==> src/rtl/adder_axi_master_if.sv <==
// Bundle of the request/response handshake ports and the AXI4-Lite master
// channels used between adder_axi_master and its downstream adder slave.
// The master modport is the view seen by adder_axi_master; the slave modport
// is the view of whatever sits on the other side.
interface adder_axi_master_if #(
    parameter int DATA_WIDTH = 32,
    parameter int ADDR_WIDTH = 8
);
    // Request / response side
    logic                    req_valid;
    logic                    req_ready;
    logic [DATA_WIDTH-1:0]   req_a;
    logic [DATA_WIDTH-1:0]   req_b;
    logic                    rsp_valid;
    logic                    rsp_ready;
    logic [DATA_WIDTH-1:0]   rsp_sum;
    logic [1:0]              rsp_err;

    // AXI4-Lite write address / data / response channels
    logic [ADDR_WIDTH-1:0]   m0_axi_awaddr;
    logic                    m0_axi_awvalid;
    logic                    m0_axi_awready;
    logic [DATA_WIDTH-1:0]   m0_axi_wdata;
    logic [DATA_WIDTH/8-1:0] m0_axi_wstrb;
    logic                    m0_axi_wvalid;
    logic                    m0_axi_wready;
    logic [1:0]              m0_axi_bresp;
    logic                    m0_axi_bvalid;
    logic                    m0_axi_bready;

    // AXI4-Lite read address / data channels
    logic [ADDR_WIDTH-1:0]   m0_axi_araddr;
    logic                    m0_axi_arvalid;
    logic                    m0_axi_arready;
    logic [DATA_WIDTH-1:0]   m0_axi_rdata;
    logic [1:0]              m0_axi_rresp;
    logic                    m0_axi_rvalid;
    logic                    m0_axi_rready;

    modport master (
        input  req_valid, req_a, req_b, rsp_ready,
        output req_ready, rsp_valid, rsp_sum, rsp_err,
        output m0_axi_awaddr, m0_axi_awvalid,
        input  m0_axi_awready,
        output m0_axi_wdata, m0_axi_wstrb, m0_axi_wvalid,
        input  m0_axi_wready,
        input  m0_axi_bresp, m0_axi_bvalid,
        output m0_axi_bready,
        output m0_axi_araddr, m0_axi_arvalid,
        input  m0_axi_arready,
        input  m0_axi_rdata, m0_axi_rresp, m0_axi_rvalid,
        output m0_axi_rready
    );

    modport slave (
        output req_valid, req_a, req_b, rsp_ready,
        input  req_ready, rsp_valid, rsp_sum, rsp_err,
        input  m0_axi_awaddr, m0_axi_awvalid,
        output m0_axi_awready,
        input  m0_axi_wdata, m0_axi_wstrb, m0_axi_wvalid,
        output m0_axi_wready,
        output m0_axi_bresp, m0_axi_bvalid,
        input  m0_axi_bready,
        input  m0_axi_araddr, m0_axi_arvalid,
        output m0_axi_arready,
        output m0_axi_rdata, m0_axi_rresp, m0_axi_rvalid,
        input  m0_axi_rready
    );
endinterface

==> src/rtl/adder_axi_master.sv <==
// AXI4-Lite master for the memory-mapped adder: writes operand A, then
// operand B, reads back the result register and returns it on the response
// port. One transaction in flight; every output comes straight from a flop.
// Optional per-phase watchdog: define ADDER_AXI_MASTER_TIMEOUT_EN to enable.
module adder_axi_master #(
    parameter int                    DATA_WIDTH     = 32,
    parameter int                    ADDR_WIDTH     = 8,
    parameter logic [ADDR_WIDTH-1:0] A_ADDR         = 8'h00,
    parameter logic [ADDR_WIDTH-1:0] B_ADDR         = 8'h04,
    parameter logic [ADDR_WIDTH-1:0] R_ADDR         = 8'h08,
    parameter int                    TIMEOUT_CYCLES = 255
) (
    input  logic            m0_axi_aclk,
    input  logic            m0_axi_areset,
    adder_axi_master_if.master bus
);

    localparam int SW = DATA_WIDTH / 8;
    localparam logic [1:0] ERR_OK    = 2'b00;
    localparam logic [1:0] ERR_SLAVE = 2'b01;

    typedef enum logic [2:0] {
        IDLE, WR_A, WB_A, WR_B, WB_B, RD_AR, RD_R, RESP
    } state_e;

    state_e                state_q, state_d;
    logic                  req_ready_q, req_ready_d;
    logic                  rsp_valid_q, rsp_valid_d;
    logic [DATA_WIDTH-1:0] rsp_sum_q, rsp_sum_d;
    logic [1:0]            rsp_err_q, rsp_err_d;
    logic                  awvalid_q, awvalid_d;
    logic                  wvalid_q, wvalid_d;
    logic                  bready_q, bready_d;
    logic                  arvalid_q, arvalid_d;
    logic                  rready_q, rready_d;
    logic [ADDR_WIDTH-1:0] awaddr_q, awaddr_d;
    logic [ADDR_WIDTH-1:0] araddr_q, araddr_d;
    logic [DATA_WIDTH-1:0] wdata_q, wdata_d;
    logic [SW-1:0]         wstrb_q, wstrb_d;
    // Operand A goes straight into wdata at acceptance, so only B needs a holding register.
    logic [DATA_WIDTH-1:0] b_q, b_d;

    // A channel counts as finished once its valid is low (already handshaken) or is handshaking now.
    logic aw_done, w_done;
    assign aw_done = !awvalid_q || bus.m0_axi_awready;
    assign w_done  = !wvalid_q  || bus.m0_axi_wready;

`ifdef ADDER_AXI_MASTER_TIMEOUT_EN
    localparam int            TW         = $clog2(TIMEOUT_CYCLES + 1);
    localparam logic [TW-1:0] TIMER_LAST = TW'(TIMEOUT_CYCLES - 1);
    localparam logic [1:0]    ERR_TIMEOUT = 2'b10;

    logic [TW-1:0] timer_q, timer_d;
    logic          busy, timeout_hit;
    assign busy        = (state_q != IDLE) && (state_q != RESP);
    assign timeout_hit = busy && (timer_q == TIMER_LAST);
`else
    localparam int unused_timeout_cycles = TIMEOUT_CYCLES;
`endif

    // Next-state and next-output logic; each branch sets up the outputs for the state being entered.
    always_comb begin
        state_d     = state_q;
        req_ready_d = req_ready_q;
        rsp_valid_d = rsp_valid_q;
        rsp_sum_d   = rsp_sum_q;
        rsp_err_d   = rsp_err_q;
        awvalid_d   = awvalid_q;
        wvalid_d    = wvalid_q;
        bready_d    = bready_q;
        arvalid_d   = arvalid_q;
        rready_d    = rready_q;
        awaddr_d    = awaddr_q;
        araddr_d    = araddr_q;
        wdata_d     = wdata_q;
        wstrb_d     = wstrb_q;
        b_d         = b_q;

        case (state_q)
            IDLE: begin
                if (bus.req_valid && req_ready_q) begin
                    state_d     = WR_A;
                    req_ready_d = 1'b0;
                    b_d         = bus.req_b;
                    awvalid_d   = 1'b1;
                    wvalid_d    = 1'b1;
                    awaddr_d    = A_ADDR;
                    wdata_d     = bus.req_a;
                    wstrb_d     = '1;
                end
            end
            WR_A, WR_B: begin
                awvalid_d = awvalid_q && !bus.m0_axi_awready;
                wvalid_d  = wvalid_q  && !bus.m0_axi_wready;
                if (aw_done && w_done) begin
                    bready_d = 1'b1;
                    if (state_q == WR_A) begin
                        state_d = WB_A;
                    end else begin
                        state_d = WB_B;
                    end
                end
            end
            WB_A, WB_B: begin
                if (bus.m0_axi_bvalid) begin
                    bready_d = 1'b0;
                    if (bus.m0_axi_bresp != 2'b00) begin
                        state_d     = RESP;
                        rsp_valid_d = 1'b1;
                        rsp_sum_d   = '0;
                        rsp_err_d   = ERR_SLAVE;
                    end else if (state_q == WB_A) begin
                        state_d   = WR_B;
                        awvalid_d = 1'b1;
                        wvalid_d  = 1'b1;
                        awaddr_d  = B_ADDR;
                        wdata_d   = b_q;
                    end else begin
                        state_d   = RD_AR;
                        arvalid_d = 1'b1;
                        araddr_d  = R_ADDR;
                    end
                end
            end
            RD_AR: begin
                if (bus.m0_axi_arready) begin
                    state_d   = RD_R;
                    arvalid_d = 1'b0;
                    rready_d  = 1'b1;
                end
            end
            RD_R: begin
                if (bus.m0_axi_rvalid) begin
                    state_d     = RESP;
                    rready_d    = 1'b0;
                    rsp_valid_d = 1'b1;
                    if (bus.m0_axi_rresp == 2'b00) begin
                        rsp_sum_d = bus.m0_axi_rdata;
                        rsp_err_d = ERR_OK;
                    end else begin
                        rsp_sum_d = '0;
                        rsp_err_d = ERR_SLAVE;
                    end
                end
            end
            RESP: begin
                if (bus.rsp_ready) begin
                    state_d     = IDLE;
                    rsp_valid_d = 1'b0;
                    req_ready_d = 1'b1;
                end
            end
            default: begin
                state_d = IDLE;
            end
        endcase

`ifdef ADDER_AXI_MASTER_TIMEOUT_EN
        if (timeout_hit) begin
            state_d     = RESP;
            awvalid_d   = 1'b0;
            wvalid_d    = 1'b0;
            bready_d    = 1'b0;
            arvalid_d   = 1'b0;
            rready_d    = 1'b0;
            rsp_valid_d = 1'b1;
            rsp_sum_d   = '0;
            rsp_err_d   = ERR_TIMEOUT;
        end
        if ((state_d != state_q) || !busy) begin
            timer_d = '0;
        end else begin
            timer_d = timer_q + TW'(1);
        end
`endif
    end

    // State and registered outputs; reset aborts any transaction without a response.
    always_ff @(posedge m0_axi_aclk or posedge m0_axi_areset) begin
        if (m0_axi_areset) begin
            state_q     <= IDLE;
            req_ready_q <= 1'b1;
            rsp_valid_q <= 1'b0;
            rsp_sum_q   <= '0;
            rsp_err_q   <= ERR_OK;
            awvalid_q   <= 1'b0;
            wvalid_q    <= 1'b0;
            bready_q    <= 1'b0;
            arvalid_q   <= 1'b0;
            rready_q    <= 1'b0;
            awaddr_q    <= '0;
            araddr_q    <= '0;
            wdata_q     <= '0;
            wstrb_q     <= '0;
            b_q         <= '0;
        end else begin
            state_q     <= state_d;
            req_ready_q <= req_ready_d;
            rsp_valid_q <= rsp_valid_d;
            rsp_sum_q   <= rsp_sum_d;
            rsp_err_q   <= rsp_err_d;
            awvalid_q   <= awvalid_d;
            wvalid_q    <= wvalid_d;
            bready_q    <= bready_d;
            arvalid_q   <= arvalid_d;
            rready_q    <= rready_d;
            awaddr_q    <= awaddr_d;
            araddr_q    <= araddr_d;
            wdata_q     <= wdata_d;
            wstrb_q     <= wstrb_d;
            b_q         <= b_d;
        end
    end

`ifdef ADDER_AXI_MASTER_TIMEOUT_EN
    // Per-phase watchdog counter, restarted on every state change.
    always_ff @(posedge m0_axi_aclk or posedge m0_axi_areset) begin
        if (m0_axi_areset) begin
            timer_q <= '0;
        end else begin
            timer_q <= timer_d;
        end
    end
`endif

    assign bus.req_ready      = req_ready_q;
    assign bus.rsp_valid      = rsp_valid_q;
    assign bus.rsp_sum        = rsp_sum_q;
    assign bus.rsp_err        = rsp_err_q;
    assign bus.m0_axi_awaddr  = awaddr_q;
    assign bus.m0_axi_awvalid = awvalid_q;
    assign bus.m0_axi_wdata   = wdata_q;
    assign bus.m0_axi_wstrb   = wstrb_q;
    assign bus.m0_axi_wvalid  = wvalid_q;
    assign bus.m0_axi_bready  = bready_q;
    assign bus.m0_axi_araddr  = araddr_q;
    assign bus.m0_axi_arvalid = arvalid_q;
    assign bus.m0_axi_rready  = rready_q;

endmodule

==> src/flat_wrapper.sv <==
// flat-port wrapper written by rule: the top's interface ports become plain ports
module adder_axi_master_flat 
#(
    parameter int                    DATA_WIDTH     = 32,
    parameter int                    ADDR_WIDTH     = 8,
    parameter logic [ADDR_WIDTH-1:0] A_ADDR         = 8'h00,
    parameter logic [ADDR_WIDTH-1:0] B_ADDR         = 8'h04,
    parameter logic [ADDR_WIDTH-1:0] R_ADDR         = 8'h08,
    parameter int                    TIMEOUT_CYCLES = 255
)
  (m0_axi_aclk, m0_axi_areset, bus_req_valid, bus_req_a, bus_req_b, bus_rsp_ready, bus_req_ready, bus_rsp_valid, bus_rsp_sum, bus_rsp_err, bus_m0_axi_awaddr, bus_m0_axi_awvalid, bus_m0_axi_awready, bus_m0_axi_wdata, bus_m0_axi_wstrb, bus_m0_axi_wvalid, bus_m0_axi_wready, bus_m0_axi_bresp, bus_m0_axi_bvalid, bus_m0_axi_bready, bus_m0_axi_araddr, bus_m0_axi_arvalid, bus_m0_axi_arready, bus_m0_axi_rdata, bus_m0_axi_rresp, bus_m0_axi_rvalid, bus_m0_axi_rready);
  adder_axi_master_if #(.DATA_WIDTH(DATA_WIDTH), .ADDR_WIDTH(ADDR_WIDTH)) bus_i ();
  input  logic m0_axi_aclk;
  input  logic m0_axi_areset;
  input wire logic [$bits(bus_i.req_valid)-1:0] bus_req_valid;
  input wire logic [$bits(bus_i.req_a)-1:0] bus_req_a;
  input wire logic [$bits(bus_i.req_b)-1:0] bus_req_b;
  input wire logic [$bits(bus_i.rsp_ready)-1:0] bus_rsp_ready;
  output wire logic [$bits(bus_i.req_ready)-1:0] bus_req_ready;
  output wire logic [$bits(bus_i.rsp_valid)-1:0] bus_rsp_valid;
  output wire logic [$bits(bus_i.rsp_sum)-1:0] bus_rsp_sum;
  output wire logic [$bits(bus_i.rsp_err)-1:0] bus_rsp_err;
  output wire logic [$bits(bus_i.m0_axi_awaddr)-1:0] bus_m0_axi_awaddr;
  output wire logic [$bits(bus_i.m0_axi_awvalid)-1:0] bus_m0_axi_awvalid;
  input wire logic [$bits(bus_i.m0_axi_awready)-1:0] bus_m0_axi_awready;
  output wire logic [$bits(bus_i.m0_axi_wdata)-1:0] bus_m0_axi_wdata;
  output wire logic [$bits(bus_i.m0_axi_wstrb)-1:0] bus_m0_axi_wstrb;
  output wire logic [$bits(bus_i.m0_axi_wvalid)-1:0] bus_m0_axi_wvalid;
  input wire logic [$bits(bus_i.m0_axi_wready)-1:0] bus_m0_axi_wready;
  input wire logic [$bits(bus_i.m0_axi_bresp)-1:0] bus_m0_axi_bresp;
  input wire logic [$bits(bus_i.m0_axi_bvalid)-1:0] bus_m0_axi_bvalid;
  output wire logic [$bits(bus_i.m0_axi_bready)-1:0] bus_m0_axi_bready;
  output wire logic [$bits(bus_i.m0_axi_araddr)-1:0] bus_m0_axi_araddr;
  output wire logic [$bits(bus_i.m0_axi_arvalid)-1:0] bus_m0_axi_arvalid;
  input wire logic [$bits(bus_i.m0_axi_arready)-1:0] bus_m0_axi_arready;
  input wire logic [$bits(bus_i.m0_axi_rdata)-1:0] bus_m0_axi_rdata;
  input wire logic [$bits(bus_i.m0_axi_rresp)-1:0] bus_m0_axi_rresp;
  input wire logic [$bits(bus_i.m0_axi_rvalid)-1:0] bus_m0_axi_rvalid;
  output wire logic [$bits(bus_i.m0_axi_rready)-1:0] bus_m0_axi_rready;
  assign bus_i.req_valid = bus_req_valid;
  assign bus_i.req_a = bus_req_a;
  assign bus_i.req_b = bus_req_b;
  assign bus_i.rsp_ready = bus_rsp_ready;
  assign bus_req_ready = bus_i.req_ready;
  assign bus_rsp_valid = bus_i.rsp_valid;
  assign bus_rsp_sum = bus_i.rsp_sum;
  assign bus_rsp_err = bus_i.rsp_err;
  assign bus_m0_axi_awaddr = bus_i.m0_axi_awaddr;
  assign bus_m0_axi_awvalid = bus_i.m0_axi_awvalid;
  assign bus_i.m0_axi_awready = bus_m0_axi_awready;
  assign bus_m0_axi_wdata = bus_i.m0_axi_wdata;
  assign bus_m0_axi_wstrb = bus_i.m0_axi_wstrb;
  assign bus_m0_axi_wvalid = bus_i.m0_axi_wvalid;
  assign bus_i.m0_axi_wready = bus_m0_axi_wready;
  assign bus_i.m0_axi_bresp = bus_m0_axi_bresp;
  assign bus_i.m0_axi_bvalid = bus_m0_axi_bvalid;
  assign bus_m0_axi_bready = bus_i.m0_axi_bready;
  assign bus_m0_axi_araddr = bus_i.m0_axi_araddr;
  assign bus_m0_axi_arvalid = bus_i.m0_axi_arvalid;
  assign bus_i.m0_axi_arready = bus_m0_axi_arready;
  assign bus_i.m0_axi_rdata = bus_m0_axi_rdata;
  assign bus_i.m0_axi_rresp = bus_m0_axi_rresp;
  assign bus_i.m0_axi_rvalid = bus_m0_axi_rvalid;
  assign bus_m0_axi_rready = bus_i.m0_axi_rready;
  adder_axi_master #(.DATA_WIDTH(DATA_WIDTH), .ADDR_WIDTH(ADDR_WIDTH), .A_ADDR(A_ADDR), .B_ADDR(B_ADDR), .R_ADDR(R_ADDR), .TIMEOUT_CYCLES(TIMEOUT_CYCLES)) u_core (.m0_axi_aclk(m0_axi_aclk), .m0_axi_areset(m0_axi_areset), .bus(bus_i));
endmodule
==> config.mk <==
export PLATFORM = sky130hd
export DESIGN_NAME = adder_axi_master_flat
export DESIGN_NICKNAME = d
export VERILOG_FILES = /design/src/rtl/adder_axi_master_if.sv /design/src/rtl/adder_axi_master.sv /design/src/flat_wrapper.sv
export SDC_FILE = /design/constraint.sdc
export NUM_CORES = 1
export LEC_CHECK = 0
export ABC_AREA = 1
export CAP_MARGIN = 0
export CORE_ASPECT_RATIO = 2
export CORE_MARGIN = 1
export CORE_UTILIZATION = 45
export CTS_CLUSTER_DIAMETER = 120
export DETAILED_ROUTE_END_ITERATION = 6
export GPL_TIMING_DRIVEN = 0
export PLACE_DENSITY = 0.85
export SETUP_SLACK_MARGIN = 0.4
export SYNTH_ARGS = -nofsm -noshare
export SYNTH_HDL_FRONTEND = slang
export SYNTH_SLANG_ARGS = --single-unit
==> constraint.sdc <==
create_clock -name m0_axi_aclk -period 5.2 [get_ports m0_axi_aclk]
set_input_delay 1.04 -clock m0_axi_aclk [delete_from_list [all_inputs] [get_ports m0_axi_aclk]]
set_output_delay 1.04 -clock m0_axi_aclk [all_outputs]
set_load 0.01 [all_outputs]
* Word-level counts from Yosys, hierarchy flattened
Cells that the tools add are included. W data, S select, Z words.
Word-level totals: output and inout bits 93, bits in registers 118, word-level logic and storage cells 123
Cells by class: muxes and demuxes 55, bitwise gates (word level) 2, equality and inequality tests 17, reduce and logical (&&, ||, !) cells 34
Operators with widths (number):
- $mux W32 | 8
- $pmux W32 S2 | 2
- $mux W8 | 4
- $mux W3 | 9
- $reduce_and A5 Y1 | 4
- $mux W1 | 19
- $pmux W3 S6 | 1
- $pmux W8 S2 | 1
- $reduce_bool A2 Y1 | 7
- $eq A3 B3 Y1 const B | 4
- $ne A2 B2 Y1 const B | 6
- $pmux W1 S3 | 3
- $reduce_and A3 Y1 | 3
- $ne A2 B1 Y1 const B | 4
- $pmux W1 S2 | 4
- $reduce_and A4 Y1 | 2
- $eq A3 B2 Y1 const B | 2
- $mux W2 | 3
- $reduce_and A6 Y1 | 1
- $reduce_bool A3 Y1 | 2
- $logic_and A1 B1 Y1 | 4
- $logic_not A1 Y1 | 4
- $pmux W2 S2 | 1
- $reduce_or A2 Y1 | 2
- 6 further kinds | 8

* Depth between registers and ports, before layout
depth after elaboration 5, gate-level depth with buffers 11, mapped depth without buffers 9

* Worst setup path after synthesis
Ideal clock, no wire load.
path type input port to flip-flop, start point in bus_m0_axi_rresp[1], end point reg u_core.rsp_sum_q[10] (netlist: u_core.bus.rsp_sum[10]), setup slack 2.985 ns, stages 8, library setup time 0.065 ns, arrival 2.151 ns, cells stage by stage or2_1 > clkbuf_1 > or2_1 > clkbuf_1 > buf_2 > nor2_1 > nand3_1 > nand2_1
On the way: word-level cells in the longest chain between the ends 4
Ends and longest elaborated chain:
- start: declaration | line flat_wrapper.sv:37 | input wire logic [$bits(bus_i.m0_axi_rresp)-1:0] bus_m0_axi_rresp;
- $logic_not A2 Y1 | line adder_axi_master.sv:137 | if (bus.m0_axi_rresp == 2'b00) begin
- $mux W32 | line adder_axi_master.sv:137
- $mux W32 | line adder_axi_master.sv:133 | if (bus.m0_axi_rvalid) begin
- $pmux W32 S2 | line adder_axi_master.sv:79 | case (state_q)
- end signal: assignment | line adder_axi_master.sv:200 | rsp_sum_q <= rsp_sum_d;
- end: declaration | line adder_axi_master.sv:29 | logic [DATA_WIDTH-1:0] rsp_sum_q, rsp_sum_d;
No other way between the ends. The select of a mux whose other input is x is not followed. A chain may end at the register's enable or synchronous reset.

* Worst setup path after layout
start point in bus_m0_axi_rresp[1], end point reg u_core.rsp_sum_q[21] (netlist: u_core.bus.rsp_sum[21])
Same word-level chain as after synthesis.

==> metrics.yaml <==
clock_tree:
  clockBufferDepth: 2
  buffers_inserted_during_post_cts_setup_optimization: 0
  clock_latency_reported_for_the_late_side_of_the_worst_skew_pair_ns: 0.35
  clock_tree.htree_level_count: 3
  cts.repair.resized: 0
  cts_num_sinks: 110
  clock-root-buffer: "sky130_fd_sc_hd__clkbuf_16"
  clk_pin_slew_ns: 0.08
  clock_buffers_created_by_tritoncts: 9
  tritoncts: "done"
  cts_hold_repair.buffers: 0
route:
  post_detailed_route_count_of_antenna_violating_nets: 0
  detail_route.vias_per_cell: 4.75
  drt-wirelength-per-cell_um: 13.4
  count_of_unresolved_drc_violations_after_routing: 0
  totalWireLength_mm: 14.4
  detail_route.first_pass.iterations: 6
  vias: 5096
  detail_route.iter0.violations: 210
global_routing:
  number_of_antenna_violations_at_the_first_check_in_global_routing: 1
  globalRoute.totalOverflow: 0
  first_global_vias: 4962
  largest_net_degree_at_the_start_of_global_routing: 67
  grt_usage: 0.243
  grt_pass1_wl_mm: 23.0
sta:
  period_minus_slack_ns: 2.66
  maxSlewHeadroom: 0.529
  hold_viol: 0
  report.final.setup_viol: 0
  timing_worst_slew_pin_value_ns: 0.703
  grt_setup_unrepaired: "false"
  fmaxAchievable_mhz: 376
  fin_crit_sh: 0.511
  worst_clock_skew_ns: 0.00647
  slew_viols_final: 0
critical_path:
  crit_path_capture: "u_core.bus.rsp_sum[21]"
  worstSetupEndpointType: "flop"
  internal_reg_to_reg_setup_slack_ns: 3.28
  regToRegStartpoint: "u_core.state_q[1]"
  regToRegEndpoint: "u_core.bus.m0_axi_wdata[17]"
  worst_ep_arrival_time_ns: 2.89
  worst-r2r-cell-count: 6
  path_max_fanout: 10
  cp_data_required_time_ns: 5.43
  worstSetupPathType: "in -> reg"
  setup.worst_path.start_class: "primary input"
  worst_setup_path_startpoint: "bus_m0_axi_rresp[1]"
layout:
  layoutNonFillerInstCount: 1073
  signed_area_change_from_the_synthesized_netlist_to_the_final_layout_pct: 44.8
  register_area_um2: 2750
  filler_cell_count: 971
  multi_input_comb_area_um2: 2040
  drive_gt1_frac: 0.0766
  fin_nets: 1032
  design_area_um2: 7780
place:
  placedInstanceArea_um2: 7490
  dp_hpwl_mm: 11.4
  portBuffers: 186
  gp_congestion: 0.826
  place.detailed.instances: 1057
flow_run:
  maxCapViolCount: 0
die:
  die_h_um: 156
  design.die.area_um2: 12400
  die-width_um: 79.2
  initial_core_util: 0.459
  num_rows: 56
  num_io_pins: 202
  placeable_core_region_um2: 11700
yosys:
  ys_ff_latch: 110
  synth_top_area_cell: "sky130_fd_sc_hd__dfrtp_1"
  syn-cell-area_um2: 5370
  synth_top_family_by_area: "simple AND/OR/NAND/NOR gates"
  synth_largest_type_area_fraction: 0.508
  synthesized_netlist_cell_count: 711
  yosys.area_share.adder: 0
  synth_cell_types: 24
  synth-seq-area-share: 0.513
  yosysWarnings: 0
  synth.area.top_cells: "sky130_fd_sc_hd__dfrtp_1 (51%), sky130_fd_sc_hd__nand2_1 (20%), sky130_fd_sc_hd__o21ai_0 (5.7%)"
  synth-compound-area-share: 0.0792
  syn_area_per_cell_um2: 7.55
  post_synth_mux_area_share: 0
  post_synth_xor_area_fraction: 0
  synth_simple_gate_area_share: 0.289
pwr:
  power.density_nw_per_um2: 500
  highest_ir_drop_seen_on_vdd_mv: 0.438
  cellLeakagePower_uw: 0.00408
status:
  status: "finished, final reports clean"
hold_path:
  min_path_type: "reg -> reg"
  holdCritStartpoint: "u_core.bus.m0_axi_araddr[3]"
through the flow:
step / hold WS [ns] / utilization / power, µW / worst slack [ns] / TNS (ns)
after floorplan: 0.453 / - / 2460 / 1.26 / 0
after global placement: 0.449 / 0.638 / 3200 / -0.340 / -36.28
after detailed placement: 0.450 / 0.641 / 3250 / 2.14 / 0
after CTS: 0.470 / 0.664 / 3910 / 2.50 / 0
after global routing: 0.496 / 0.665 / 4200 / 2.35 / 0
final: 0.463 / 0.665 / 3890 / 2.54 / 0
power by group:
group / internal [µW] / total (µW) / switching [µW]
Combinational: 796 / 1880 / 1080
Clock: 332 / 656 / 324
Sequential: 1170 / 1350 / 179
Total: 2300 / 3890 / 1590
state kept, by name, summed over array words and instances (netlist names):
register / cells
u_core.bus.m0_axi_wvalid: 1
u_core.state_q: 3
u_core.bus.m0_axi_awvalid: 1
u_core.bus.m0_axi_bready: 1
u_core.bus.req_ready: 1
u_core.bus.m0_axi_arvalid: 1
u_core.bus.rsp_err: 1
u_core.bus.rsp_valid: 1
u_core.bus.m0_axi_wdata: 32
u_core.bus.m0_axi_awaddr: 1
u_core.bus.rsp_sum: 32
u_core.bus.m0_axi_araddr: 1
u_core.bus.m0_axi_wstrb: 1
u_core.bus.m0_axi_rready: 1
u_core.b_q: 32
routing by layer:
metal | part of all wire | GRT usage | vias to the layer above
met2 | 0.57 | 0.478 | 164
met4 | 0.030 | 0.106 | 0
met3 | 0.055 | 0.0554 | 29
met5 | 0 | 0 | -
met1 | 0.34 | 0.228 | 2332
li1 | - | - | 2571
synth_stat cells (all sizes together):
cell type,n
nand4,2
inv,77
conb,1
nand3,46
nand2,291
nor3b,9
buf,44
or2,2
nor2,33
clkbuf,14
a21oi,9
dfrtp,109
o21ai,71
o22ai,1
o211ai,1
dfstp,1
layout by cell type, fill, tap and decap left out, drive strengths merged:
cell             n
a21oi            9
buf             45
clkbuf          23
clkdlybuf4s50  186
clkinv           3
conb            15
dfrtp          109
dfstp            1
diode            1
inv             80
nand2          291
nand3           46
nand4            2
nor2            33
nor3b            9
o211ai           1
o21ai           71
o22ai            1
or2              2
critical path, cell delays in order:
cell	delay (ns)
sky130_fd_sc_hd__clkdlybuf4s50_1	0.44
sky130_fd_sc_hd__or2_1	0.09
sky130_fd_sc_hd__clkbuf_1	0.36
sky130_fd_sc_hd__or2_1	0.16
sky130_fd_sc_hd__clkbuf_1	0.27
sky130_fd_sc_hd__buf_2	0.30
sky130_fd_sc_hd__nor2_1	0.06
sky130_fd_sc_hd__nand3_1	0.11
sky130_fd_sc_hd__nand2_1	0.06
kinds of logic (layout without fill, tap and decap cells):
kind of cell / after synthesis / after routing
simple gates: 383 / 383
flops: 110 / 110
other cells: 1 / 16
compound gates: 82 / 82
buf+inv: 135 / 337
final cells by class:
cell class | count | area share
antenna | 1 | 0.000322
buffer | 58 | 0.0441
clock buffer | 9 | 0.0290
clock inverter | 6 | 0.00692
inverter | 77 | 0.0375
multi-input combinational | 480 | 0.262
sequential | 110 | 0.354
tap | 145 | 0.0233
timing repair buffer | 187 | 0.243
worst min path at each step:
stage                                  endpoint  slack [ns]  cells past startpoint
detailed placement  u_core.bus.m0_axi_araddr[3]        0.45                      2
floorplan                         u_core.b_q[0]        0.45                      2
global route        u_core.bus.m0_axi_araddr[3]        0.50                      2
finish              u_core.bus.m0_axi_araddr[3]        0.46                      2
global placement    u_core.bus.m0_axi_araddr[3]        0.45                      2
CTS                 u_core.bus.m0_axi_araddr[3]        0.47                      2
Note: power is estimated with default switching activity, not from simulation.
